`src/rtl/adc_frame_buffer_if.sv`:
```
// rtl/adc_frame_buffer_if.sv - sample-in / frame-read bus of the ADC frame buffer
//
// Purpose: groups the ADC-side capture signals and the FFT-side frame read
//          handshake into one bundle.
// Signals:
//   data_in     ADC conversion word (16 bits, low SAMPLE_BITS used)
//   dv          ADC data-valid; each rising edge is one sample
//   rd_addr     natural-order read address into the read bank
//   rd_data     registered signed sample at rd_addr
//   frame_ready a complete frame is held in the read bank
//   frame_ack   consumer releases the read bank
//   overrun     sticky: a completed frame was dropped
// Modports: master = ADC source / FFT consumer side, slave = frame buffer.
interface adc_frame_buffer_if #(
   parameter int N_POINTS    = 64,
   parameter int SAMPLE_BITS = 12
);
   localparam int AW = $clog2(N_POINTS);

   logic [15:0]            data_in;
   logic                   dv;
   logic [AW-1:0]          rd_addr;
   logic [SAMPLE_BITS-1:0] rd_data;
   logic                   frame_ready;
   logic                   frame_ack;
   logic                   overrun;

   modport master (
      output data_in, dv, rd_addr, frame_ack,
      input  rd_data, frame_ready, overrun
   );

   modport slave (
      input  data_in, dv, rd_addr, frame_ack,
      output rd_data, frame_ready, overrun
   );
endinterface

```
`src/rtl/adc_frame_buffer.sv`:
```
// rtl/adc_frame_buffer.sv - ping-pong frame buffer with bit-reversed write order
//
// Purpose: captures one sample per DV rising edge, converts offset-binary to
//          two's complement, and writes it to the write bank at the
//          bit-reversed frame index. Completed frames are handed to the
//          consumer through frame_ready / frame_ack; a frame completing while
//          the read bank is still held is dropped and flags overrun.
// Ports:
//   clock_i    system clock, rising edge
//   reset_n_i  synchronous active-low reset
//   fb_io      adc_frame_buffer_if slave (data_in, dv, rd_addr, rd_data,
//              frame_ready, frame_ack, overrun)
module adc_frame_buffer #(
   parameter int N_POINTS    = 64,
   parameter int SAMPLE_BITS = 12,
   parameter int MIDSCALE    = 2048
) (
   input  logic                 clock_i,
   input  logic                 reset_n_i,
   adc_frame_buffer_if.slave    fb_io
);
   localparam int AW = $clog2(N_POINTS);
   localparam logic [SAMPLE_BITS-1:0] MID   = SAMPLE_BITS'(MIDSCALE);
   localparam logic [AW-1:0]          LAST  = AW'(N_POINTS - 1);

   logic                   dv_q;
   logic [AW-1:0]          wcnt_q, wcnt_d;
   logic                   wbank_q, wbank_d;
   logic                   held_q, held_d;
   logic                   overrun_q, overrun_d;
   logic [SAMPLE_BITS-1:0] rd_data_q;

   // Bank select is the MSB of the RAM index: {bank, address}.
   logic [SAMPLE_BITS-1:0] mem [2*N_POINTS];

   logic                   sample_evt;
   logic                   held_after_ack;
   logic [AW-1:0]          wr_addr;
   logic [SAMPLE_BITS-1:0] sample;

   // Upper data_in bits carry no sample information.
   logic unused_data_bits;
   assign unused_data_bits = ^fb_io.data_in;

   assign sample_evt     = fb_io.dv & ~dv_q;
   assign held_after_ack = held_q & ~fb_io.frame_ack;
   // Modulo subtraction turns offset-binary into two's complement.
   assign sample         = fb_io.data_in[SAMPLE_BITS-1:0] - MID;

   always_comb begin
      wr_addr = '0;
      for (int i = 0; i < AW; i++) begin
         wr_addr[AW-1-i] = wcnt_q[i];
      end
   end

   // Ack is resolved before completion, so a coincident ack lets the frame swap in.
   always_comb begin
      wcnt_d    = wcnt_q;
      wbank_d   = wbank_q;
      held_d    = held_after_ack;
      overrun_d = overrun_q;
      if (sample_evt) begin
         wcnt_d = wcnt_q + 1'b1;
         if (wcnt_q == LAST) begin
            if (held_after_ack) begin
               overrun_d = 1'b1;
            end else begin
               wbank_d = ~wbank_q;
               held_d  = 1'b1;
            end
         end
      end
   end

   always_ff @(posedge clock_i) begin
      if (!reset_n_i) begin
         // DV history resets high so a level already present is not a sample.
         dv_q      <= 1'b1;
         wcnt_q    <= '0;
         wbank_q   <= 1'b0;
         held_q    <= 1'b0;
         overrun_q <= 1'b0;
      end else begin
         dv_q      <= fb_io.dv;
         wcnt_q    <= wcnt_d;
         wbank_q   <= wbank_d;
         held_q    <= held_d;
         overrun_q <= overrun_d;
      end
   end

   always_ff @(posedge clock_i) begin
      if (reset_n_i && sample_evt) begin
         mem[{wbank_q, wr_addr}] <= sample;
      end
   end

   // Uses the pre-edge bank select, so a read at the swap edge sees the old frame.
   always_ff @(posedge clock_i) begin
      if (!reset_n_i) begin
         rd_data_q <= '0;
      end else begin
         rd_data_q <= mem[{~wbank_q, fb_io.rd_addr}];
      end
   end

   assign fb_io.rd_data     = rd_data_q;
   assign fb_io.frame_ready = held_q;
   assign fb_io.overrun     = overrun_q;
endmodule
```
`src/flat_wrapper.sv`:
```
// flat-port wrapper written by rule: the top's interface ports become plain ports
module adc_frame_buffer_flat 
#(
   parameter int N_POINTS    = 64,
   parameter int SAMPLE_BITS = 12,
   parameter int MIDSCALE    = 2048
)
  (clock_i, reset_n_i, fb_io_data_in, fb_io_dv, fb_io_rd_addr, fb_io_frame_ack, fb_io_rd_data, fb_io_frame_ready, fb_io_overrun);
  adc_frame_buffer_if #(.N_POINTS(N_POINTS), .SAMPLE_BITS(SAMPLE_BITS)) fb_io_i ();
  input  logic clock_i;
  input  logic reset_n_i;
  input wire logic [$bits(fb_io_i.data_in)-1:0] fb_io_data_in;
  input wire logic [$bits(fb_io_i.dv)-1:0] fb_io_dv;
  input wire logic [$bits(fb_io_i.rd_addr)-1:0] fb_io_rd_addr;
  input wire logic [$bits(fb_io_i.frame_ack)-1:0] fb_io_frame_ack;
  output wire logic [$bits(fb_io_i.rd_data)-1:0] fb_io_rd_data;
  output wire logic [$bits(fb_io_i.frame_ready)-1:0] fb_io_frame_ready;
  output wire logic [$bits(fb_io_i.overrun)-1:0] fb_io_overrun;
  assign fb_io_i.data_in = fb_io_data_in;
  assign fb_io_i.dv = fb_io_dv;
  assign fb_io_i.rd_addr = fb_io_rd_addr;
  assign fb_io_i.frame_ack = fb_io_frame_ack;
  assign fb_io_rd_data = fb_io_i.rd_data;
  assign fb_io_frame_ready = fb_io_i.frame_ready;
  assign fb_io_overrun = fb_io_i.overrun;
  adc_frame_buffer #(.N_POINTS(N_POINTS), .SAMPLE_BITS(SAMPLE_BITS), .MIDSCALE(MIDSCALE)) u_core (.clock_i(clock_i), .reset_n_i(reset_n_i), .fb_io(fb_io_i));
endmodule
```
`config.mk`:
```
export PLATFORM = sky130hd
export DESIGN_NAME = adc_frame_buffer_flat
export DESIGN_NICKNAME = d
export VERILOG_FILES = /design/src/rtl/adc_frame_buffer_if.sv /design/src/rtl/adc_frame_buffer.sv /design/src/flat_wrapper.sv
export SDC_FILE = /design/constraint.sdc
export NUM_CORES = 1
export LEC_CHECK = 0
export BUFFER_PORTS_ARGS = -buffer_cell sky130_fd_sc_hd__buf_2
export CAP_MARGIN = 15
export CORE_MARGIN = 1
export CORE_UTILIZATION = 54
export CTS_CLUSTER_DIAMETER = 30
export DETAILED_ROUTE_END_ITERATION = 8
export PLACE_DENSITY_LB_ADDON = 0.08
export SYNTH_ARGS = -nofsm -noshare
export SYNTH_HDL_FRONTEND = slang
export SYNTH_SLANG_ARGS = --single-unit
```
`constraint.sdc`:
```
create_clock -name clock_i -period 3.3 [get_ports clock_i]
set_input_delay 0.33 -clock clock_i [delete_from_list [all_inputs] [get_ports clock_i]]
set_output_delay 0.33 -clock clock_i [all_outputs]
set_load 0.01 [all_outputs]
```
# Yosys cells after proc, flatten, opt, wreduce, memory -nomap -nowiden

Memory sizes are Yosys's and may differ from the RTL's. A register that Yosys moved wholly into a read port is not among the register bits.
Cells that the tools add are included.

Add/sub/neg operators: 2
Equal/unequal tests: 1
Multiplexer cells: 4
Bitwise logic cells: 6
Reductions and logical operators: 4

Operators with widths:

| operator                                    | number |
|---|---|
| subtractor 12 bit, second input constant    | 1 |
| adder 6 x 1 -> 6 bit, second input constant | 1 |
| equality test 6 bit, second input constant  | 1 |
| AND reduction 3 bit                         | 2 |
| 2-to-1 mux 1 bit                            | 4 |
| NOT 1 bit                                   | 4 |
| AND 1 bit                                   | 2 |
| logical AND 1 bit                           | 1 |
| logical NOT 1 bit                           | 1 |

Register bits: 10
Bits in writable memories: 1536
Input port bits: 26
Output and inout bits: 14
Word-level logic and storage cells: 23
Memories: 1

Memories:

| memory     | depth | bits a word | rd ports | clocked after Yosys merged registers in | write ports | RTL line               | RTL |
|---|---|---|---|---|---|---|---|
| u_core.mem | 128   | 12          | 1        | 1                                       | 1           | adc_frame_buffer.sv:34 | `logic [SAMPLE_BITS-1:0] mem [2*N_POINTS];` |

# Logic depth before layout (Yosys ltp)

Depth after elaboration: 5
Mapped depth: 10
Depth with buffers taken out: 6

# Least setup slack after synthesis

Ideal clock, no wire load.

Kind: register to register
Start: register u_core.wbank_q
End: memory u_core.mem[80][0] (enable)
Library setup time: 0.412 ns
Arrival: 2.596 ns
Required time: 2.888 ns
Slack: 0.292 ns
Stages on the path, launching flop included: 7
Path buffers: 2
Clock period less this slack: 3.008 ns
Cells stage by stage: dfxtp_1 > clkbuf_1 > clkbuf_1 > nor2b_1 > and3_1 > nand2_1 > nor4_1

RTL lines:

| item                   | RTL line               | RTL |
|---|---|---|
| from (decl)            | adc_frame_buffer.sv:28 | `logic wbank_q, wbank_d;` |
| from (signal assigned) | adc_frame_buffer.sv:87 | `wbank_q <= wbank_d;` |
| to (decl)              | adc_frame_buffer.sv:34 |  |

No word-level cell before the write port.

# Worst setup path after layout

Start: register u_core.wbank_q
End: register u_core.rd_data_q[9], in the netlist u_core.fb_io.rd_data[9], read port of u_core.mem

Longest elaborated chain between the ends: 1

Ends and longest elaborated chain:

| item      | RTL line                | RTL |
|---|---|---|
| NOT 1 bit | adc_frame_buffer.sv:104 | `rd_data_q <= mem[{~wbank_q, fb_io.rd_addr}];` |
| to (decl) | adc_frame_buffer.sv:31  | `logic [SAMPLE_BITS-1:0] rd_data_q;` |

Every way passes these cells.
A chain may end at the register's enable or synchronous reset.

==> impl_metrics.yaml <==
floorplan:
  die_w_um: 334
  die_h_um: 334
  die-area_um2: 112000
  row_count: 121
  boundaryPins: 40
  core_um2: 109000
  start_util_pct: 54.6
clock_network:
  cts_buffers: 304
  cts_root_buffer: "clkbuf_16"
  clkTransAtPathRegs_ns: 0.05
  cts_resized: 0
  cts_tree: "yes"
  clock_path_buffers: 4
  clock_latency_ns: 0.86
  cts.sink_count: 1558
  cts.htree.levels: 5
critical_path:
  worstPathCellList: "buf_4, and3_1, and2_1, a22oi_1, buf_4, nand4_1, nor3_1, a31oi_1"
  worstSetupEndpointType: "register"
  cp-startpoint: "u_core.wbank_q"
  critPathMostFrequentCell: "buf_4"
  critPathSlowestCell: "nor3_1"
  cp_slowest_stage_delay_ns: 0.59
  cp_max_fo: 15
  critPathRequiredTime_ns: 3.98
  r2r-start: "u_core.wbank_q"
  path_class: "register to register"
  cp.arrival_ns: 3.36
  start_kind: "register"
placement:
  dp.cells: 4422
  place_area_um2: 63300
  dpl.hpwl_um: 89500
  io_buffers: 35
  globalplace.congestion: 0.866
  dp_slack_ns: 0.0932
synthesis:
  ys_ff_latch: 1558
  synthesis.instances: 2802
  synth.area.top_cells: "edfxtp_1 (77%), mux4_2 (12%), mux2i_1 (3.0%), a22oi_1 (1.9%), nor2_1 (1.0%)"
  yosysTopAreaCellShare_pct: 77.3
  syn-cell-area_um2: 59600
  yosys.area.top_type: "edfxtp_1"
  synth-main-ff-cell: "edfxtp_1"
  yosysUniqueCellTypes: 43
  synth_edf_count: 1536
  synth_nets: 2829
  synthArstFlopShare_pct: 0
  yosysWarnings: 0
  synth.yosys.seq_area_share_pct: 78.1
  syn_area_per_cell_um2: 21.3
power_and_ir_drop:
  p_per_area_nw_per_um2: 719
  p_leak_uw: 0.0244
  peakVddDrop_mv: 0.560
  finalPower_uw: 52600
global_route:
  grt_antenna_before_repair: 7
  grt_usage_pct: 26.6
  grt_pass1_vias: 31400
  grt_first_pass_wirelength_um: 213000
  grt_max_degree: 85
  grt.overflow.total: 0
detailed_routing:
  first_iter_violations: 3039
  route.detailed.drc: 0
  drtAntennaViolNets: 0
  avgRoutedWirePerCell_um: 29.5
  drt-total-wl_um: 146000
  firstDrtPassIters: 6
  via_per_inst: 6.10
  vias: 30200
sta:
  tightest_slew_ns: 0.888
  fin_tns_setup_ns: 0
  maxSlewViolCount: 0
  slew_headroom_pct: 40.8
  min_period_ns: 2.68
  finalCritPeriodShare_pct: 81.1
  hold_viol: 0
  fmax_ghz: 0.374
  clock_skew_ns: 0.0410
  rsz0062_at_grt: "no"
  setup_violations: 0
  fin_ws_ns: 0.624
worst_hold_path:
  min_from: "fb_io_data_in[10]"
  hold_class: "input port to register"
run:
  maxCapViolCount: 0
layout:
  fin_nets: 3284
  final_area_um2: 73200
  drive_gt1_share_pct: 31.7
  multiInputGateArea_um2: 12400
  fill_cells: 6956
  area_growth_pct: 22.7
  fin_cells: 4957
  regArea_um2: 46600
run_status:
  status: "completed"
## synth_stat cells, drive strengths merged, types with 3 or more instances
master  number
nand4       15
a311oi       3
xor2         3
nand2b       4
o211ai       8
or3          3
nand3b       4
nor2       160
buf         92
mux2        23
nor3        17
nand3       23
a221oi      11
a31oi        3
or4          4
mux4       312
nand2       57
a22o         8
nor4         4
and2        10
mux2i      178
a22oi      147
and3         7
a21oi       16
a41oi        8
a211oi       8
dfxtp       22
edfxtp    1536
nor2b       12
inv          4
o22ai        8
clkbuf      63
nor3b        6
o21ai       16
## kinds of logic (layout without fill, tap and decap cells)
family | Yosys count | in the layout | share of synthesized area (%)
compound gates | 237 | 237 | 2.89
xor+xnor | 5 | 5 | 0.0734
fa+ha+maj | 1 | 1 | 0.0210
buf+inv | 159 | 837 | 1.25
flops | 1558 | 1558 | 78.1
mux | 513 | 513 | 15.2
other cells | 0 | 1 | 0
simple gates | 329 | 329 | 2.50
## state kept, by name (all words and copies together), names as in the netlist
register,flops
u_core.mem,1536
u_core.fb_io.rd_data,12
u_core.wcnt_q,6
u_core.dv_q,1
u_core.fb_io.frame_ready,1
u_core.fb_io.overrun,1
u_core.wbank_q,1
## cell type report
class,instances,share of cell area (%)
Inverter,4,0.0239
Antenna cell,1,0.00342
Timing Repair Buffer,304,3.54
Multi-Input combinational cell,1085,16.9
Clock buffer,340,10.7
Tap cell,1476,2.52
Clock inverter,189,2.69
Sequential cell,1558,63.6
## power breakdown
part           total (µW)  switching [µW]  internal, µW  leakage (µW)
sequential          21800            21.9         21800        0.0140
clock               29100            9790         19300       0.00471
combinational        1680            1040           638       0.00567
## per-layer routing
layer / global-route usage (%) / share of wire [%]
met5: 0 / 0.043
met4: 8.26 / 2.4
met3: 6.00 / 7.4
met2: 43.2 / 50
met1: 36.2 / 40
## metrics by stage
stage | hold WS, ns | util (%)
after floorplan | 0.399 | -
final | 0.0491 | 67.0
after global routing | 0.0401 | 67.0
after global placement | 0.550 | 58.0
after detailed placement | 0.565 | 58.0
after CTS | 0.00392 | 67.0
## worst max-delay path, delay by kind of cell, from the launching register on
kind | cells | cell delay, ns
AND/OR/NAND/NOR | 4 | 1.32
flip-flops | 1 | 0.35
buffers and inverters | 2 | 0.38
AO/OA/AOI/OAI | 2 | 0.44
## final timing paths
path | to | slack (ns) | depth (start not counted)
min reg2reg | u_core.wcnt_q[4] | 0.63 | 3
min | u_core.mem[93][10] | 0.05 | 1
max reg2reg | u_core.fb_io.rd_data[9] | 0.62 | 8
max | u_core.fb_io.rd_data[9] | 0.62 | 8
## timing repair
action / 4_1_cts / 5_1_grt
hold buffers: 5 / 0
endpoints found under the hold margin: 50 / 0
setup buffers: 0 / 0
## cell usage in the layout (no fill, tap or decap), types with 16 or more instances in the layout
cell / n
edfxtp_1: 1536
mux4_2: 312
clkbuf_16: 307
buf_4: 248
mux2i_1: 178
nor2_1: 158
a22oi_1: 147
nand2_1: 57
clkinv_1: 40
clkbuf_1: 33
clkinv_2: 33
clkinvlp_4: 30
bufinv_16: 30
buf_12: 27
nand3_1: 23
mux2_2: 23
clkinv_4: 22
buf_2: 22
dfxtp_1: 22
inv_6: 20
o21ai_0: 16
a21oi_1: 16
Note: power is estimated with default switching activity, not from simulation.
